==> src/rtl/adc_sample_averager_if.sv <==
// Averaged-sample output stream: valid/ready handshake carrying one signed word.
interface adc_sample_averager_if #(
    parameter int unsigned DATA_W = 14
) ();
    logic [DATA_W-1:0] m_data;
    logic              m_valid;
    logic              m_ready;

    modport master (output m_data, output m_valid, input m_ready);
    modport slave  (input m_data, input m_valid, output m_ready);
endinterface

==> src/rtl/adc_sample_averager.sv <==
// Averages 2^AVG_LOG2 ADC words, one per sample_clock rising edge, onto a valid/ready stream.
// Optional ADC_AVG_ROUND_EN: round half toward +inf instead of floor.
module adc_sample_averager #(
    parameter int unsigned DATA_W   = 14,
    parameter int unsigned AVG_LOG2 = 2
) (
    input  logic                     adc_clk,
    input  logic                     adc_rst,
    input  logic                     sample_clock,
    input  logic signed [DATA_W-1:0] adc_data,
    input  logic                     enable,
    adc_sample_averager_if.master    m,
    output logic                     overflow
);
    localparam int unsigned ACC_W = DATA_W + AVG_LOG2;
    localparam int unsigned SUM_W = ACC_W + 1;
    localparam int unsigned CNT_W = (AVG_LOG2 > 0) ? AVG_LOG2 : 1;
    localparam logic [CNT_W-1:0] CNT_LAST = CNT_W'((1 << AVG_LOG2) - 1);

    typedef enum logic {IDLE, ACCUM} state_t;

    state_t                    state_q, state_d;
    logic signed [ACC_W-1:0]   acc_q, acc_d;
    logic [CNT_W-1:0]          cnt_q, cnt_d;
    logic                      sc_d;
    logic [DATA_W-1:0]         data_q, data_d;
    logic                      valid_q, valid_d;
    logic                      ovf_q, ovf_d;

    logic                      tick_c;
    logic                      last_c;
    logic                      done_c;
    logic signed [SUM_W-1:0]   sum_c;
    logic signed [SUM_W-1:0]   sum_r_c;
    logic [DATA_W-1:0]         avg_c;

    assign tick_c = sample_clock & ~sc_d;
    assign last_c = (cnt_q == CNT_LAST);
    assign sum_c  = SUM_W'(acc_q) + SUM_W'(adc_data);

`ifdef ADC_AVG_ROUND_EN
    localparam int unsigned RND = (1 << AVG_LOG2) >> 1;
    // Extra sum bit keeps the rounding bias from wrapping at the positive extreme.
    assign sum_r_c = sum_c + SUM_W'(RND);
`else
    assign sum_r_c = sum_c;
`endif

    assign avg_c = DATA_W'(sum_r_c >>> AVG_LOG2);

    // Next-state, accumulator and output-stream decisions.
    always_comb begin
        state_d = state_q;
        acc_d   = acc_q;
        cnt_d   = cnt_q;
        data_d  = data_q;
        valid_d = valid_q;
        ovf_d   = ovf_q;
        done_c  = 1'b0;

        case (state_q)
            IDLE: begin
                acc_d = '0;
                cnt_d = '0;
                if (enable) state_d = ACCUM;
            end
            ACCUM: begin
                if (!enable) begin
                    state_d = IDLE;
                    acc_d   = '0;
                    cnt_d   = '0;
                end else if (tick_c) begin
                    if (last_c) begin
                        done_c = 1'b1;
                        acc_d  = '0;
                        cnt_d  = '0;
                    end else begin
                        acc_d = ACC_W'(sum_c);
                        cnt_d = cnt_q + CNT_W'(1);
                    end
                end
            end
            default: state_d = IDLE;
        endcase

        // A new result wins over a transfer; with the slot full and stalled it is dropped.
        if (done_c) begin
            if (!valid_q || m.m_ready) begin
                data_d  = avg_c;
                valid_d = 1'b1;
            end else begin
                ovf_d = 1'b1;
            end
        end else if (valid_q && m.m_ready) begin
            valid_d = 1'b0;
        end
    end

    always_ff @(posedge adc_clk) begin
        if (adc_rst) begin
            state_q <= IDLE;
            acc_q   <= '0;
            cnt_q   <= '0;
            sc_d    <= 1'b1;
            data_q  <= '0;
            valid_q <= 1'b0;
            ovf_q   <= 1'b0;
        end else begin
            state_q <= state_d;
            acc_q   <= acc_d;
            cnt_q   <= cnt_d;
            sc_d    <= sample_clock;
            data_q  <= data_d;
            valid_q <= valid_d;
            ovf_q   <= ovf_d;
        end
    end

    assign m.m_data  = data_q;
    assign m.m_valid = valid_q;
    assign overflow  = ovf_q;
endmodule
==> src/flat_wrapper.sv <==
// flat-port wrapper written by rule: the top's interface ports become plain ports
module adc_sample_averager_flat 
#(
    parameter int unsigned DATA_W   = 14,
    parameter int unsigned AVG_LOG2 = 2
)
  (adc_clk, adc_rst, sample_clock, adc_data, enable, overflow, m_m_data, m_m_valid, m_m_ready);
  adc_sample_averager_if #(.DATA_W(DATA_W)) m_i ();
  input  logic adc_clk;
  input  logic adc_rst;
  input  logic sample_clock;
  input  logic signed [DATA_W-1:0] adc_data;
  input  logic enable;
  output logic overflow;
  output wire logic [$bits(m_i.m_data)-1:0] m_m_data;
  output wire logic [$bits(m_i.m_valid)-1:0] m_m_valid;
  input wire logic [$bits(m_i.m_ready)-1:0] m_m_ready;
  assign m_m_data = m_i.m_data;
  assign m_m_valid = m_i.m_valid;
  assign m_i.m_ready = m_m_ready;
  adc_sample_averager #(.DATA_W(DATA_W), .AVG_LOG2(AVG_LOG2)) u_core (.adc_clk(adc_clk), .adc_rst(adc_rst), .sample_clock(sample_clock), .adc_data(adc_data), .enable(enable), .m(m_i), .overflow(overflow));
endmodule
==> config.mk <==
export PLATFORM = sky130hd
export DESIGN_NAME = adc_sample_averager_flat
export DESIGN_NICKNAME = d
export VERILOG_FILES = /design/src/rtl/adc_sample_averager_if.sv /design/src/rtl/adc_sample_averager.sv /design/src/flat_wrapper.sv
export SDC_FILE = /design/constraint.sdc
export NUM_CORES = 1
export LEC_CHECK = 0
export BUFFER_PORTS_ARGS = -buffer_cell sky130_fd_sc_hd__buf_2
export CAP_MARGIN = 20
export CORE_MARGIN = 5
export CORE_UTILIZATION = 60
export DETAILED_ROUTE_END_ITERATION = 6
export PLACE_DENSITY = 0.84
export SYNTH_ARGS = -nofsm -noshare
export SYNTH_HDL_FRONTEND = slang
export SYNTH_SLANG_ARGS = --single-unit
==> constraint.sdc <==
create_clock -name adc_clk -period 3.9 [get_ports adc_clk]
set_input_delay 0.585 -clock adc_clk [delete_from_list [all_inputs] [get_ports adc_clk]]
set_output_delay 0.585 -clock adc_clk [all_outputs]
set_load 0.02 [all_outputs]
== Word level (Yosys, flattened, before mapping) ==
Cells that the tools add are included.
Word-level totals
  output and inout port bits: 16
  logic and storage cells: 39
  flip-flop bits (word level): 36
  input port bits: 19
Operators by class
  mux-type cells: 16
  $add $sub $neg: 2
  eq/ne operators: 3
  bitwise gates (word level): 4
  reductions and logical operators: 7
Operator list (count)
  $mux 16: 3
  $pmux 16 s2: 1
  $add 16x14->16: 1
  $mux 1: 8
  $mux 2: 3
  $reduce_and 2->1: 3
  $pmux 2 s2: 1
  $ne 3x3->1 const B: 1
  $not 1->1: 3
  $add 2x1->2 const B: 1
  $eq 2x2->1 const B: 1
  $ne 2x2->1 const B: 1
  $reduce_bool 2->1: 1
  $and 1x1->1: 1
  $logic_and 1x1->1: 1
  $logic_not 1->1: 1
  $logic_or 1x1->1: 1

== Longest topological paths before layout ==
  depth in word-level cells: 7
  depth in mapped cells: 8
  mapped depth without buffers: 8

== Worst setup path before layout ==
OpenSTA, ideal clock, no wires.
  path kind: input to register
  from: input adc_data[0]
  to: register u_core.acc_q[14]
  cell stages on the path: 8
  setup time: 0.087 ns
  arrival: 2.327 ns
  buffers on the path: 0
  data required time: 3.813 ns
  setup slack: 1.486 ns
  path through: ha_1 fa_1 a21oi_1 o21ai_1 a21oi_1 nor4_1 o31a_1 o31ai_1
Between the ends
  word-level cells in the longest chain between the ends: 5
Ends and longest elaborated chain
  from (decl): RTL line flat_wrapper.sv:12  | input logic signed [DATA_W-1:0] adc_data;
  $add 16x14->16: RTL line adc_sample_averager.sv:39  | assign sum_c = SUM_W'(acc_q) + SUM_W'(adc_data);
  $mux 16: RTL line adc_sample_averager.sv:73  | if (last_c) begin
  $mux 16: RTL line adc_sample_averager.sv:72  | end else if (tick_c) begin
  $mux 16: RTL line adc_sample_averager.sv:68  | if (!enable) begin
  $pmux 16 s2: RTL line adc_sample_averager.sv:61  | case (state_q)
  to (signal assigned): RTL line adc_sample_averager.sv:102  | acc_q <= '0;
  to (signal assigned): RTL line adc_sample_averager.sv:110  | acc_q <= acc_d;
  to (decl): RTL line adc_sample_averager.sv:23  | logic signed [ACC_W-1:0] acc_q, acc_d;
No other way between the ends. The select of a mux whose other input is x is not followed.
A chain may end at the register's enable or synchronous reset.

== Worst setup path in the final report ==
Same ends and word-level chain as after synthesis.

==> impl_metrics.toml <==
[status]
status = "finished clean"

[critical_path]
cp_max_fo = 4
critPathTopFamily = "compound AO/OA/AOI/OAI gates"
crit_chain = "buf_2 > ha_1 > fa_1 > a21oi_1 > o21ai_1 > a21oi_1 > nor4_1 > o31a_1 > o31ai_1"
path_depth = 9
ff2ff_path_depth = 8
cp_slowest_stage_delay_ns = 0.40
crit_path_start_kind = "primary input"
rr_startpoint = "u_core.acc_q[0]"
cp-endpoint = "u_core.acc_q[14]"
startpoint = "adc_data[0]"
critPathBufInv = 1
arrival_ns = 2.73
cp_common_cell = "a21oi_1"
critPathRequiredTime_ns = 4.15
r2r_slack_ns = 1.46
r2r_end = "u_core.acc_q[14]"
worstSetupEndpointType = "flip-flop"
crit_type = "primary input to flip-flop"
slowest_stage = "fa_1"

[routing]
drt-pass1-iter-count = 4
vias = 1981
antenna_left = 0
via_per_inst = 6.04
drc = 0
wl_per_cell_um = 13.9
drt_iter0_drc = 139
routed_wl_mm = 4.55

[global_route]
grt_pass1_wl_mm = 7.91
grt.overflow.total = 0
grt_pass1_vias = 1822
grt.total_usage_pct = 19.4
antenna_found_initial = 0
grt_max_degree = 31

[power]
power_density_mw_per_mm2 = 293
p_leak_uw = 0.00103
peakVddDrop_mv = 0.235

[place]
dp_cells = 320
routabilityCongestion = 0.879
dp_hpwl_mm = 3.49
dpl_cell_area_mm2 = 0.00230
portBuffers = 34

[finish]
antenna_cells = 0
layout-drive-gt1-share_pct = 19.1
area_growth_pct = 13.3
layoutNonFillerInstCount = 328
nets = 317
postLayoutCellArea_mm2 = 0.00238

[sta]
setup_tns_ns = 0
fin_worst_skew_ns = 0.0155
setup_violations = 0
hold_viol = 0
finalCriticalPeriod_ns = 2.48
relSlewSlack_pct = 43.2
drv_slew = 0
min_period_over_period_pct = 63.6
grt_setup_unrepaired = "no"
clock.fmax_mhz = 403
worstMarginPinSlew_ns = 0.849

[clock_network]
ctsResizeCount = 0
holdBufCountCts = 0
cts_tree = "done"
clockRootBuffer = "clkbuf_4"
h-tree-depth = 2
clk_latency_ns = 0.34
cts.sinks = 36
clk_pin_slew_ns = 0.10
post_cts_buffers = 0
clock_path_buffers = 2
numCtsBuffers = 5

[yosys]
synth.largest_area_cell = "dfxtp_1"
ys_warn_count = 0
synth_area_mm2 = 0.00210
async_flop_share_pct = 0
synth_edf_count = 0
ys_seq_elements = 36
yosys_most_used_dff = "dfxtp_1"
synth_top_area_share_pct = 34.3
ys_seq_area_share_pct = 34.3
syn_nets = 283
synth.avg_cell_area_um2 = 8.50
synthDistinctLibCells = 58
synth.top_cells.by_area = "dfxtp_1 (34%), ha_1 (9.5%), nand2_1 (6.1%)"
syn_inst = 247

[floorplan]
initial_core_util_pct = 62.4
core_area_mm2 = 0.00336
ios = 35
die_width_um = 69.2
die_h_um = 69.2
dieArea_mm2 = 0.00478
std_cell_rows = 21

[min_path]
hp-class = "primary input to flip-flop"

[run]
maxCapViolations = 0
placed cells by master (no fill, tap or decap), drive strengths merged, types with 5 or more instances in the layout:
cell,instances
buf,35
a22oi,6
dfxtp,36
clkbuf,6
inv,6
a21o,5
ha,16
nand3,11
nor2,17
o31ai,5
a21oi,27
nand2,34
o21ai,9
worst register-to-register path: stages (launching register included):
cell and delay, ns:
dfxtp_1 0.33, ha_1 0.20, fa_1 0.40, a21oi_1 0.20, o21ai_1 0.12, a21oi_1 0.40, nor4_1 0.18, o31a_1 0.31
o31ai_1 0.22
sequential cells by signal, indices dropped and copies added (netlist names):
name	count
u_core.acc_q	16
u_core.cnt_q	2
u_core.m.m_data	14
u_core.m.m_valid	1
u_core.overflow	1
u_core.sc_d	1
u_core.state_q	1
kinds of logic (layout without fill, tap and decap cells):
group | Yosys count | after routing | share of synthesized area (%)
multiplexers | 2 | 2 | 0.954
XOR/XNOR | 5 | 5 | 2.09
buffers and inverters | 15 | 50 | 2.74
AO/OA/AOI/OAI | 79 | 79 | 26.8
flip-flops | 36 | 36 | 34.3
AND/OR/NAND/NOR | 93 | 93 | 22.6
adder cells (fa/ha/maj) | 17 | 17 | 10.5
area by class of cell:
cell class	count	area, um^2
clock inverters	2	35.0
clock buffers	6	41.3
multi-input cells	196	1320
repair buffers	35	178
fillers	294	983
inverters	7	26.3
flip-flops and latches	36	721
well taps	46	57.6
per-layer routing:
metal,track usage (%),share of wire [%]
met1,24.8,46
met2,32.2,46
met3,4.65,6.7
met4,5.86,0.92
met5,0,0
Yosys cell counts, drive strengths merged (2+ instances only):
library cell / count
dfxtp: 36
nand2: 34
a21oi: 27
nor2: 17
ha: 16
nand3: 11
o21ai: 9
clkbuf: 7
a22oi: 6
inv: 6
a21o: 5
o31ai: 5
nand4: 4
nor3: 4
xnor2: 4
a31oi: 3
nand3b: 3
nor2b: 3
nor4: 3
o211ai: 3
o31a: 3
or3: 3
a211o: 2
a32o: 2
and4: 2
mux2i: 2
nor3b: 2
o21a: 2
o41ai: 2
metrics by stage:
step	setup WS [ns]	util [%]	hold WS [ns]	power, uW
detailed placement	1.15	68.5	0.449	446
global route	1.34	70.8	0.439	730
global placement	1.17	68.3	0.438	445
floorplan	1.49	-	0.429	425
finish	1.42	70.8	0.447	698
CTS	1.50	70.8	0.440	702
where the power goes:
group          internal (uW)  switching, uW
combinational           26.7           40.7
sequential               370           1.32
clock                    134            125
worst min-delay path by stage:
stage / startpoint / endpoint / slack, ns / depth (start not counted)
after global placement: u_core.m.m_data[9] / u_core.m.m_data[9] / 0.44 / 2
after detailed placement: u_core.m.m_data[6] / u_core.m.m_data[6] / 0.45 / 2
after CTS: sample_clock / u_core.sc_d / 0.44 / 2
after floorplan: u_core.acc_q[10] / u_core.acc_q[10] / 0.43 / 2
final: sample_clock / u_core.sc_d / 0.45 / 2
after global routing: sample_clock / u_core.sc_d / 0.44 / 2
(Power assumes the default switching activity.)
